<file path="config.mk">
export PLATFORM = sky130hd
export DESIGN_NAME = fetch_stage
export DESIGN_NICKNAME = d
export VERILOG_FILES = /design/src/rtl/fetch_stage.sv
export SDC_FILE = /design/constraint.sdc
export NUM_CORES = 1
export LEC_CHECK = 0
export CAP_MARGIN = 20
export CORE_MARGIN = 5
export CORE_UTILIZATION = 33
export DETAILED_ROUTE_END_ITERATION = 8
export SYNTH_ARGS = -nofsm -noshare
export SYNTH_HDL_FRONTEND = slang
export SYNTH_SLANG_ARGS = --single-unit
</file>
<file path="constraint.sdc">
create_clock -name clk -period 2.05 [get_ports clk]
set_clock_uncertainty 0.15 [all_clocks]
set_input_delay 0.41 -clock clk [delete_from_list [all_inputs] [get_ports clk]]
set_output_delay 0.41 -clock clk [all_outputs]
set_load 0.02 [all_outputs]
</file>
<file path="src/rtl/fetch_stage.sv">
// Instruction fetch plus IF/ID register: owns the PC and latches the fetched word one edge after PC is presented.
// Priority per edge is halt > redirect (one bubble) > stall (hold everything) > normal fetch.
module fetch_stage #(
    parameter int unsigned      XLEN     = 32,
    parameter logic [XLEN-1:0]  RESET_PC = '0,
    parameter logic [31:0]      NOP_INST = 32'h0000_0013
) (
    input  logic            clk,
    input  logic            reset_n,
    input  logic            stall,
    input  logic            redirect,
    input  logic [XLEN-1:0] redirect_target,
    input  logic            halt,
    output logic [XLEN-1:0] imem_addr,
    input  logic [31:0]     imem_rdata,
    output logic [XLEN-1:0] if_id_pc,
    output logic [XLEN-1:0] if_id_pc_plus4,
    output logic [31:0]     if_id_inst,
    output logic            if_id_valid,
    output logic [6:0]      part_of_inst,
    output logic            misaligned,
    output logic            halted,
    output logic [31:0]     fetch_count
);

    logic [XLEN-1:0] pc_q, pc_d;
    logic [XLEN-1:0] if_id_pc_q, if_id_pc_d;
    logic [XLEN-1:0] if_id_pc_plus4_q, if_id_pc_plus4_d;
    logic [31:0]     if_id_inst_q, if_id_inst_d;
    logic            if_id_valid_q, if_id_valid_d;
    logic            misaligned_q, misaligned_d;
    logic            halted_q, halted_d;
    logic [31:0]     fetch_count_q, fetch_count_d;

    logic [XLEN-1:0] pc_plus4;

    assign pc_plus4 = pc_q + XLEN'(4);

    always_comb begin
        pc_d             = pc_q;
        if_id_pc_d       = if_id_pc_q;
        if_id_pc_plus4_d = if_id_pc_plus4_q;
        if_id_inst_d     = if_id_inst_q;
        if_id_valid_d    = if_id_valid_q;
        misaligned_d     = 1'b0;
        halted_d         = halted_q;
        fetch_count_d    = fetch_count_q;

        if (halt || halted_q) begin
            // Frozen: PC and pc fields keep their last values, only a bubble enters ID.
            halted_d      = 1'b1;
            if_id_inst_d  = NOP_INST;
            if_id_valid_d = 1'b0;
        end else if (redirect) begin
            // Both low bits are forced to zero; bit 1 set means the target was not word aligned.
            pc_d          = redirect_target & ~XLEN'(3);
            misaligned_d  = redirect_target[1];
            if_id_inst_d  = NOP_INST;
            if_id_valid_d = 1'b0;
        end else if (!stall) begin
            pc_d             = pc_plus4;
            if_id_pc_d       = pc_q;
            if_id_pc_plus4_d = pc_plus4;
            if_id_inst_d     = imem_rdata;
            if_id_valid_d    = 1'b1;
            fetch_count_d    = fetch_count_q + 32'd1;
        end
    end

    always_ff @(posedge clk or negedge reset_n) begin
        if (!reset_n) begin
            pc_q             <= RESET_PC;
            if_id_pc_q       <= '0;
            if_id_pc_plus4_q <= '0;
            if_id_inst_q     <= NOP_INST;
            if_id_valid_q    <= 1'b0;
            misaligned_q     <= 1'b0;
            halted_q         <= 1'b0;
            fetch_count_q    <= '0;
        end else begin
            pc_q             <= pc_d;
            if_id_pc_q       <= if_id_pc_d;
            if_id_pc_plus4_q <= if_id_pc_plus4_d;
            if_id_inst_q     <= if_id_inst_d;
            if_id_valid_q    <= if_id_valid_d;
            misaligned_q     <= misaligned_d;
            halted_q         <= halted_d;
            fetch_count_q    <= fetch_count_d;
        end
    end

    assign imem_addr      = pc_q;
    assign if_id_pc       = if_id_pc_q;
    assign if_id_pc_plus4 = if_id_pc_plus4_q;
    assign if_id_inst     = if_id_inst_q;
    assign if_id_valid    = if_id_valid_q;
    assign part_of_inst   = if_id_inst_q[6:0];
    assign misaligned     = misaligned_q;
    assign halted         = halted_q;
    assign fetch_count    = fetch_count_q;

endmodule

</file>
Yosys cells after proc, flatten, opt, wreduce, memory -nomap -nowiden:

Cells that the tools add are included.
Widths: inputs -> output; s select.

* flip-flop bits (word level): 163
* logic and storage cells: 28
* output and inout port bits: 170

* add/sub/neg operators: 2
* bitwise operators: 3
* muxes and demuxes: 10
* equality and inequality tests: 2
* reduce and logical (&&, ||, !) cells: 3

Operator list (count)
* $mux 32: 5
* $add 32x1->32 const B: 1
* $add 32x3->32 const B: 1
* $mux 1: 5
* $ne 3x1->1 const B: 1
* $not 1->1: 3
* $reduce_and 3->1: 1
* $ne 2x1->1 const B: 1
* $reduce_and 2->1: 1
* $logic_or 1x1->1: 1

Longest topological paths before layout:

Gate-level depths: netlist of the first run.

* depth in word-level cells: 3
* gate-level depth with buffers: 7
* depth with buffers taken out: 6

Worst setup path after synthesis of the first run:

No wires, ideal clock.

* path type: register to register
* start: reg pc_q[2], in the netlist imem_addr[2]
* end: reg pc_q[18], in the netlist imem_addr[18]
* period minus slack after synthesis: 2286 ps
* path buffers: 1
* cell stages (with the launch flop): 7
* setup slack: -236 ps
* data arrival time: 2067 ps
* data required time: 1831 ps
* library setup time: 69 ps
* cells stage by stage: dfrtp_1 -> ha_1 -> nand4_1 -> or3_1 -> clkbuf_1 -> or4_1 -> nand3_1

* cells in the longest elaborated chain, start to end: 3

RTL lines
* start, declared: RTL line 26 `logic [XLEN-1:0] pc_q, pc_d;`
* start signal, assigned: RTL line 81 `pc_q <= pc_d;`
* $add 32x3->32: RTL line 37 `assign pc_plus4 = pc_q + XLEN'(4);`
* $mux 32: RTL line 60 `end else if (!stall) begin`
* $mux 32: RTL line 54 `end else if (redirect) begin`

Every way passes these cells. The select of a mux whose other input is x is not followed.
A chain may end at the register's enable or synchronous reset.

Worst setup path in the final report of the first run:

* start: reg halted_q, in the netlist halted
* end: reg pc_q[23], in the netlist imem_addr[23]

* cells in the longest elaborated chain, start to end: 3

RTL lines
* start, declared: RTL line 32 `logic halted_q, halted_d;`
* start signal, assigned: RTL line 87 `halted_q <= halted_d;`
* $logic_or 1x1->1: RTL line 49 `if (halt || halted_q) begin`
* $not 1->1 (no line)
* $reduce_and 2->1 (no line)

Every way passes these cells.

==> results of run 1 <==
metrics by stage:
stage	area, um2	total power [mW]
floorplan	7380	3.78
global placement	10400	4.35
detailed placement	10400	4.36
CTS	11000	7.62
global route	11100	7.84
finish	11100	7.52
report_power, final:
part	total [mW]	internal, mW	switching (mW)	leakage [nW]
Sequential	3.31	3.21	0.103	2.07
Combinational	0.943	0.450	0.493	3.01
Clock	3.27	1.95	1.32	0.290
Total	7.52	5.61	1.91	5.37
worst max-delay path, stage by stage (launching register included):
cell      delay (ps)
dfrtp_2          410
or4_4            520
buf_4            200
or4_4            510
o311ai_1         100
cells in the mapped netlist (6+ instances only):
cell / instances / share of area [%]
inv_1: 9 / 0.46
mux2i_1: 35 / 4.8
a21oi_1: 16 / 1.1
nand4_1: 23 / 2.0
and3_1: 18 / 1.5
a22oi_1: 8 / 0.82
buf_4: 13 / 1.3
o22ai_1: 6 / 0.52
nand3_1: 22 / 1.5
dfrtp_1: 154 / 53
nor2_1: 65 / 3.3
buf_2: 7 / 0.48
nand2_1: 160 / 8.2
nor3_1: 10 / 0.69
o21ai_0: 45 / 3.1
xnor2_1: 37 / 4.4
clkbuf_1: 36 / 1.9
xor2_1: 21 / 2.5
kinds of logic (layout without fill, tap and decap cells):
group / Yosys count / in the layout / share of synthesized area, %
and+or+nand+nor: 320 / 320 / 20.2
other: 1 / 6 / 0.0515
muxes: 35 / 35 / 4.81
DFF: 157 / 157 / 54.0
adders and majority gates: 2 / 2 / 0.343
xor gates and xnor gates: 58 / 58 / 6.97
buffers and inverters: 72 / 356 / 4.53
AOI/OAI and AO/OA: 107 / 107 / 9.10
flip-flops by register name (all words and copies together) (netlist names):
name	count
imem_addr	30
fetch_count	32
halted	1
if_id_inst	32
if_id_pc_plus4	30
if_id_pc	30
misaligned	1
if_id_valid	1
cell type report:
class / instances / area [um2] / area share [%]
sequential: 157 / 3940 / 35.6
multi-input combinational: 528 / 3120 / 28.2
timing repair buffer: 315 / 3000 / 27.1
clock buffer: 19 / 443 / 4.01
tap: 280 / 350 / 3.17
clock inverter: 13 / 166 / 1.51
inverter: 9 / 33.8 / 0.306
timing repair:
item	4_1_cts	5_1_grt
hold buffers	1	0
buffers inserted	2	1
endpoints found under the setup margin	69	53
gates resized for setup	56	22
pin swaps	3	7
hold endpoints to repair	28	0
layer usage:
metal	vias to the layer above	global-route usage (%)	routed length, um
met5	-	0	12
met4	2	6.01	391
met3	26	5.87	1870
met1	3085	24.6	10100
met2	198	29.1	10800
li1	3095	-	-
final timing paths:
kind / slack, ps / start / end
min in group clk: 320 / if_id_pc[21]$_DFFE_PN0P_ / if_id_pc[21]$_DFFE_PN0P_
hold reg to reg: 320 / if_id_pc[21]$_DFFE_PN0P_ / if_id_pc[21]$_DFFE_PN0P_
hold / removal: 280 / reset_n / if_id_pc[12]$_DFFE_PN0P_
setup / recovery: 50 / halted$_DFFE_PN0P_ / imem_addr[23]$_DFFE_PN0N_
setup reg to reg: 50 / halted$_DFFE_PN0P_ / imem_addr[23]$_DFFE_PN0N_
max in group asynchronous: 840 / reset_n / if_id_inst[4]$_DFFE_PN1P_
==> impl_metrics.json, run 1 <==
{
  "rows": 54,
  "area_growth_pct": 51.7,
  "drt-total-wl_um": 23100,
  "syn_area_per_cell_um2": 9.69,
  "min_period_ps": 2000,
  "status": "completed",
  "ir_worst_vdd_mv": 0.509,
  "clk_path_buf_depth": 2,
  "hold_violations": 0,
  "leakagePower_nw": 5.37,
  "gp_congestion": 0.832,
  "fin_crit_sh_pct": 97.5,
  "die_y_um": 159,
  "whs_ps": 280,
  "yosysSeqAreaShare_pct": 54.0,
  "max-slew-margin-rel_pct": 63.2,
  "arrival_ps": 2170,
  "worst-endpoint-required_ps": 2220,
  "worstSetupStartpointType": "flip-flop",
  "fillers": 2119,
  "core-area_mm2": 0.0218,
  "cts_buffers": 17,
  "timing.critical_path.fanout_max": 7,
  "synth_ff_type": "dfrtp_1",
  "layout.nets": 1099,
  "ys_ff_latch": 157,
  "worst_slack_ps": 50.7,
  "drtIter0Drc": 285,
  "maxCapViolCount": 0,
  "worstSetupEndpointType": "flip-flop",
  "start_util_pct": 33.5,
  "synth_edf_count": 0,
  "hp-class": "in2async",
  "io_pins": 239,
  "worst_pin_slew_ps": 551,
  "overflow": 0,
  "post_drt_wl_per_cell_um": 17.5,
  "clk_latency_ps": 420,
  "rr_worst_depth": 4,
  "clock_sinks": 157,
  "final_cells": 1321,
  "die_area_mm2": 0.0252,
  "slew_violations": 0,
  "setup_viol": 0,
  "grt_first_pass_wirelength_um": 36300,
  "synthesis.area_mm2": 0.00729,
  "numPortBuffers": 231,
  "rsz0062_at_grt": "yes",
  "grt_max_degree": 58,
  "drc": 0,
  "power_density_mw_per_mm2": 681,
  "clkTransAtPathRegs_ps": 70,
  "clock-root-buffer": "clkbuf_16",
  "ant_nets": 0,
  "vias": 6406,
  "final_common_cell": "clkdlybuf4s50_1",
  "die_x_um": 159,
  "grt_pass1_vias": 6452,
  "vias_per_cell": 4.85,
  "dp_hpwl_um": 17300,
  "layout_common_cells": "clkdlybuf4s50_1 (160), nand2_1 (158), dfrtp_1 (148), buf_4 (75), nor2_1 (64)",
  "async_flop_share_pct": 100,
  "fin_setup_tns_ps": 0,
  "synth_cells": 752,
  "antenna_cells_inserted": 0,
  "yosysWarnings": 0,
  "drive_above_1_share_pct": 14.0,
  "place_inst": 1286,
  "post-route-util_pct": 50.8,
  "critical_path_class": "reg2reg",
  "synth.distinct_cells": 47,
  "pre_cts_ws_ps": -518,
  "clock.fmax_mhz": 500,
  "firstDrtPassIters": 4,
  "cts_tree": "done",
  "grt_usage_pct": 18.6,
  "antenna_found_initial": 1,
  "cts-htree-levels": 4
}
(Power assumes the default switching activity.)
==> run 2: changes to the inputs <==
--- a/config.mk
+++ b/config.mk
@@ -9,6 +9,7 @@
 export CORE_MARGIN = 5
 export CORE_UTILIZATION = 33
 export DETAILED_ROUTE_END_ITERATION = 8
+export SETUP_SLACK_MARGIN = 0.05
 export SYNTH_ARGS = -nofsm -noshare
 export SYNTH_HDL_FRONTEND = slang
 export SYNTH_SLANG_ARGS = --single-unit
==> constraint.sdc (replaced) <==
create_clock -name clk -period 2.05 [get_ports clk]
set_clock_uncertainty 0.15 [all_clocks]
set_input_delay 0.3075 -clock clk [delete_from_list [all_inputs] [get_ports clk]]
set_output_delay 0.3075 -clock clk [all_outputs]
set_load 0.02 [all_outputs]
==> run 2 against run 1 <==
Effect of this change: routed wire length about the same; critical path depth grew 3; hold slack got worse by 59 ps; first-iteration DRC count grew 17%; global-route usage down 0.061 points; register-to-register slack worse by 50 ps; critical path type is now in2reg; non-clock buffer count fell by 3; via count up 0.72%; maximum frequency fell by 3.2%; die area is the same; sequential share of layout area down 0.21 points; the flow now finishes with violations (setup timing); core utilization rose by 0.30 points.
==> impl_metrics.json, run 2 (synthesis results as in run 1) <==
{
  "status": "complete, but fails checks",
  "violations": "setup timing",
  "vias_per_cell": 4.89,
  "final_common_cell": "clkdlybuf4s50_1",
  "fin_crit_sh_pct": 101,
  "hold_violations": 0,
  "arrival_ps": 2260,
  "rsz0062_at_grt": "yes",
  "hp-class": "in2async",
  "setup_viol": 1,
  "cts_buffers": 17,
  "place_inst": 1278,
  "rows": 54,
  "vias": 6452,
  "firstDrtPassIters": 5,
  "final_cells": 1319,
  "core-area_mm2": 0.0218,
  "cp_slowest_stage_delay_ps": 640,
  "start_util_pct": 33.5,
  "maxCapViolCount": 0,
  "slowest_stage": "or4_4",
  "drc": 0,
  "rrSetupSlack_ps": 0,
  "ant_nets": 0,
  "timing.critical_path.fanout_max": 7,
  "cts-htree-levels": 4,
  "slew_violations": 0,
  "antenna_found_initial": 3,
  "critical_path_class": "in2reg",
  "gp_congestion": 0.803,
  "clk_path_buf_depth": 2,
  "grt_pass1_vias": 6418,
  "drive_above_1_share_pct": 14.4,
  "max-slew-margin-rel_pct": 54.1,
  "grt_max_degree": 75,
  "overflow": 0,
  "r2r-start": "halted$_DFFE_PN0P_",
  "worstSetupEndpointType": "flip-flop",
  "dp_hpwl_um": 16900,
  "power_density_mw_per_mm2": 680,
  "leakagePower_nw": 5.22,
  "ir_worst_vdd_mv": 0.503,
  "r2r-end": "fetch_count[8]$_DFFE_PN0P_",
  "rr_worst_depth": 6,
  "die_y_um": 159,
  "layout.nets": 1096,
  "p_total_mw": 7.56,
  "die_area_mm2": 0.0252,
  "fillers": 2107,
  "worstSetupStartpointType": "input pin",
  "min_period_ps": 2070,
  "cts_tree": "done",
  "grt_usage_pct": 18.5,
  "numPortBuffers": 231,
  "die_x_um": 159,
  "drtIter0Drc": 334,
  "worst-endpoint-required_ps": 2240,
  "clock-root-buffer": "clkbuf_16",
  "area_growth_pct": 52.5,
  "worst_pin_slew_ps": 689,
  "clkTransAtPathRegs_ps": 60,
  "clock_sinks": 157,
  "drt-total-wl_um": 23100,
  "layout_common_cells": "clkdlybuf4s50_1 (183), nand2_1 (158), dfrtp_1 (148), buf_4 (66), nor2_1 (61)",
  "clk_latency_ps": 420,
  "io_pins": 239,
  "grt_first_pass_wirelength_um": 36400,
  "crit_path_cell_trace": "clkdlybuf4s50_1 -> or4_4 -> buf_12 -> nor3_4 -> buf_6 -> and4_1 -> xor2_1",
  "clock.fmax_mhz": 484,
  "worst_slack_ps": -16.1,
  "post_drt_wl_per_cell_um": 17.5
}
[run 2: per-layer routing]
metal	GRT usage, %	wire, um	share of wire, %
met4	6.05	399	1.7
met2	28.2	10800	47
met5	0	38	0.16
met3	5.74	1730	7.5
met1	25.3	10100	44
[run 2: worst max-delay path by stage]
| stage | start | endpoint | slack (ps) | cells past startpoint |
|---|---|---|---|---|
| floorplan | imem_addr[2]$_DFFE_PN0N_ | imem_addr[18]$_DFFE_PN0N_ | -60 | 6 |
| global placement | halt | imem_addr[18]$_DFFE_PN0N_ | -400 | 5 |
| detailed placement | halt | imem_addr[31]$_DFFE_PN0N_ | -410 | 4 |
| CTS | imem_addr[3]$_DFFE_PN0N_ | imem_addr[18]$_DFFE_PN0N_ | -10 | 5 |
| global route | halted$_DFFE_PN0P_ | fetch_count[16]$_DFFE_PN0P_ | -60 | 6 |
| finish | halt | fetch_count[8]$_DFFE_PN0P_ | -20 | 7 |
[run 2: what timing repair did]
item	CTS	global route
pin swaps	2	13
setup endpoints to repair	40	61
setup buffers	0	7
endpoints found under the hold margin	35	0
hold buffers	1	0
gates cloned	0	0
resized for setup	38	35
[run 2: power by group]
part | leakage (nW) | total [mW] | switching, mW | internal, mW
sequential | 2.07 | 3.30 | 0.0950 | 3.21
combinational | 2.86 | 0.966 | 0.499 | 0.467
clock | 0.287 | 3.29 | 1.33 | 1.96
total | 5.22 | 7.56 | 1.92 | 5.63
[run 2: critical path, delay by kind of cell]
family	cells	cell delay, ps
buf+inv	3	740
xor+xnor	1	150
simple gates	3	1060
[run 2: stage by stage]
stage / hold WS, ps / instance area, um2 / TNS (ps) / utilization (%) / setup slack [ps]
global placement: 109 / 10400 / -28710 / 47.6 / -395
detailed placement: 108 / 10400 / -30040 / 47.6 / -408
floorplan: -138 / 7370 / -248 / - / -58.3
global route: 246 / 11100 / -181 / 51.1 / -60.9
CTS: 219 / 11000 / -10.7 / 50.4 / -10.7
finish: 221 / 11100 / -16.1 / 51.1 / -16.1
[run 2: layout make-up]
cell class / count / area, um2 / share of cell area [%]
Sequential cell: 157 / 3940 / 35.4
Inverter: 9 / 33.8 / 0.304
Timing Repair Buffer: 312 / 3030 / 27.3
Multi-Input combinational cell: 528 / 3150 / 28.4
Antenna cell: 1 / 2.50 / 0.0225
Clock inverter: 12 / 161 / 1.45
Clock buffer: 20 / 447 / 4.02
Tap cell: 280 / 350 / 3.15
==> run 3: changes to the inputs <==
--- a/config.mk
+++ b/config.mk
@@ -6,6 +6,7 @@
 export NUM_CORES = 1
 export LEC_CHECK = 0
 export CAP_MARGIN = 20
+export CORE_ASPECT_RATIO = 0.9
 export CORE_MARGIN = 5
 export CORE_UTILIZATION = 33
 export DETAILED_ROUTE_END_ITERATION = 8
==> run 3 against run 2 <==
Effect of this change: the flow now finishes without violations; combinational power is 0.9% higher; first-iteration DRC count is 42% higher; final cell count is 0.91% higher.
==> impl_metrics.json, run 3 (synthesis results as in run 1) <==
{
  "maxCapViolCount": 0,
  "slowest_stage": "or4_4",
  "clock.fmax_mhz": 498,
  "drc": 0,
  "cts_tree": "done",
  "max-slew-margin-rel_pct": 62.3,
  "ir_worst_vdd_mv": 0.429,
  "worstSetupStartpointType": "flip-flop",
  "worstSetupStartpoint": "halted$_DFFE_PN0P_",
  "clk_latency_ps": 430,
  "firstDrtPassIters": 4,
  "antenna_found_initial": 1,
  "hp-class": "in2async",
  "r2r-end": "fetch_count[16]$_DFFE_PN0P_",
  "worst-endpoint-required_ps": 2240,
  "die_x_um": 167,
  "start_util_pct": 33.6,
  "cts-htree-levels": 4,
  "slew_violations": 0,
  "grt_max_degree": 58,
  "crit_buf_inv": 1,
  "overflow": 0,
  "die_y_um": 151,
  "grt_first_pass_wirelength_um": 36300,
  "die_area_mm2": 0.0252,
  "worst_slack_ps": 42.8,
  "fin_setup_tns_ps": 0,
  "grt_pass1_vias": 6380,
  "leakagePower_nw": 5.17,
  "drive_above_1_share_pct": 14.9,
  "fillers": 2053,
  "fin_crit_sh_pct": 97.9,
  "grt_use_met3_pct": 5.66,
  "layout_common_cells": "clkdlybuf4s50_1 (185), nand2_1 (158), dfrtp_1 (146), buf_4 (70), nor2_1 (61)",
  "clk_path_buf_depth": 2,
  "cp_top_family": "simple AND/OR/NAND/NOR gates",
  "placed_area_mm2": 0.0104,
  "whs_ps": 229,
  "vias": 6451,
  "min_period_ps": 2010,
  "power_density_mw_per_mm2": 676,
  "r2r-start": "halted$_DFFE_PN0P_",
  "fin_area_mm2": 0.0111,
  "p_total_mw": 7.51,
  "clkTransAtPathRegs_ps": 70,
  "top_usage_layer": "met2",
  "crit_path_cell_trace": "or4_4 -> buf_6 -> nor3_4 -> nand2_2 -> nor3_2 -> xor2_1",
  "status": "completed",
  "pre_cts_ws_ps": -456,
  "layout.nets": 1098,
  "rows": 51,
  "cts_buffers": 17,
  "gp_congestion": 0.799,
  "ant_nets": 0,
  "setup_viol": 0,
  "grtUsageMet2_pct": 27.1,
  "cp_slowest_stage_delay_ps": 530,
  "antenna_cells_inserted": 0,
  "clock_sinks": 157,
  "dp_hpwl_um": 17000,
  "vias_per_cell": 4.85,
  "final_cells": 1331,
  "rr_worst_depth": 6,
  "area_growth_pct": 52.5,
  "core-area_mm2": 0.0217,
  "hold_violations": 0,
  "worst_pin_slew_ps": 566,
  "rsz0062_at_grt": "yes",
  "grt_util_met1_pct": 25.5,
  "arrival_ps": 2200,
  "numPortBuffers": 231,
  "post-route-util_pct": 51.2,
  "post_drt_wl_per_cell_um": 17.2,
  "worstSetupEndpointType": "flip-flop",
  "drtIter0Drc": 475,
  "drt-total-wl_um": 22900,
  "critical_path_class": "reg2reg",
  "timing.critical_path.fanout_max": 7,
  "rrSetupSlack_ps": 40,
  "io_pins": 239,
  "clock-root-buffer": "clkbuf_16",
  "final_common_cell": "clkdlybuf4s50_1",
  "place_inst": 1291,
  "grt_usage_pct": 18.0
}
## run 3: cell count changes in the layout (fill, tap and decap cells not counted), sizes merged
cell / previous run / this run
bufinv: 3 / 2
clkinvlp: 3 / 4
inv: 11 / 15
clkbuf: 21 / 19
clkdlybuf4s50: 183 / 185
diode: 1 / 0
buf: 81 / 85
dlymetal6s2s: 14 / 11
clkinv: 4 / 1
## run 3: what timing repair did
item | CTS | global route
buffers inserted | 1 | 6
hold endpoints to repair | 37 | 0
gates resized for setup | 37 | 31
endpoints found under the setup margin | 43 | 44
hold buffers | 1 | 0
pin swaps | 1 | 14
## run 3: how the worst max path moves through the flow
stage               cells past startpoint                     endpoint  slack, ps
global placement                        7  fetch_count[16]$_DFFE_PN0P_       -430
detailed placement                      6  fetch_count[30]$_DFFE_PN0P_       -460
floorplan                               6    imem_addr[18]$_DFFE_PN0N_        -60
global route                            6  fetch_count[16]$_DFFE_PN0P_         -1
finish                                  6  fetch_count[16]$_DFFE_PN0P_         40
CTS                                     5   fetch_count[7]$_DFFE_PN0P_         20
## run 3: power by group
| group | switching (mW) | internal, mW | total [mW] | leakage, nW |
|---|---|---|---|---|
| Sequential | 0.0871 | 3.21 | 3.29 | 2.07 |
| Combinational | 0.509 | 0.467 | 0.975 | 2.83 |
| Clock | 1.39 | 1.86 | 3.24 | 0.280 |
## run 3: area by class of cell
| type | count | area, um2 | area share (%) |
|---|---|---|---|
| multi-input cells | 528 | 3160 | 28.4 |
| repair buffers | 314 | 3020 | 27.2 |
| inverters | 9 | 33.8 | 0.304 |
| clock inverters | 13 | 154 | 1.38 |
| flip-flops and latches | 157 | 3940 | 35.5 |
| clock buffers | 19 | 443 | 3.98 |
| well taps | 291 | 364 | 3.27 |
## run 3: per-layer routing
metal,share of wire (%),up-vias
met5,0.057,-
met4,1.5,2
met3,6.7,20
met2,44,196
met1,48,3138
li1,-,3095
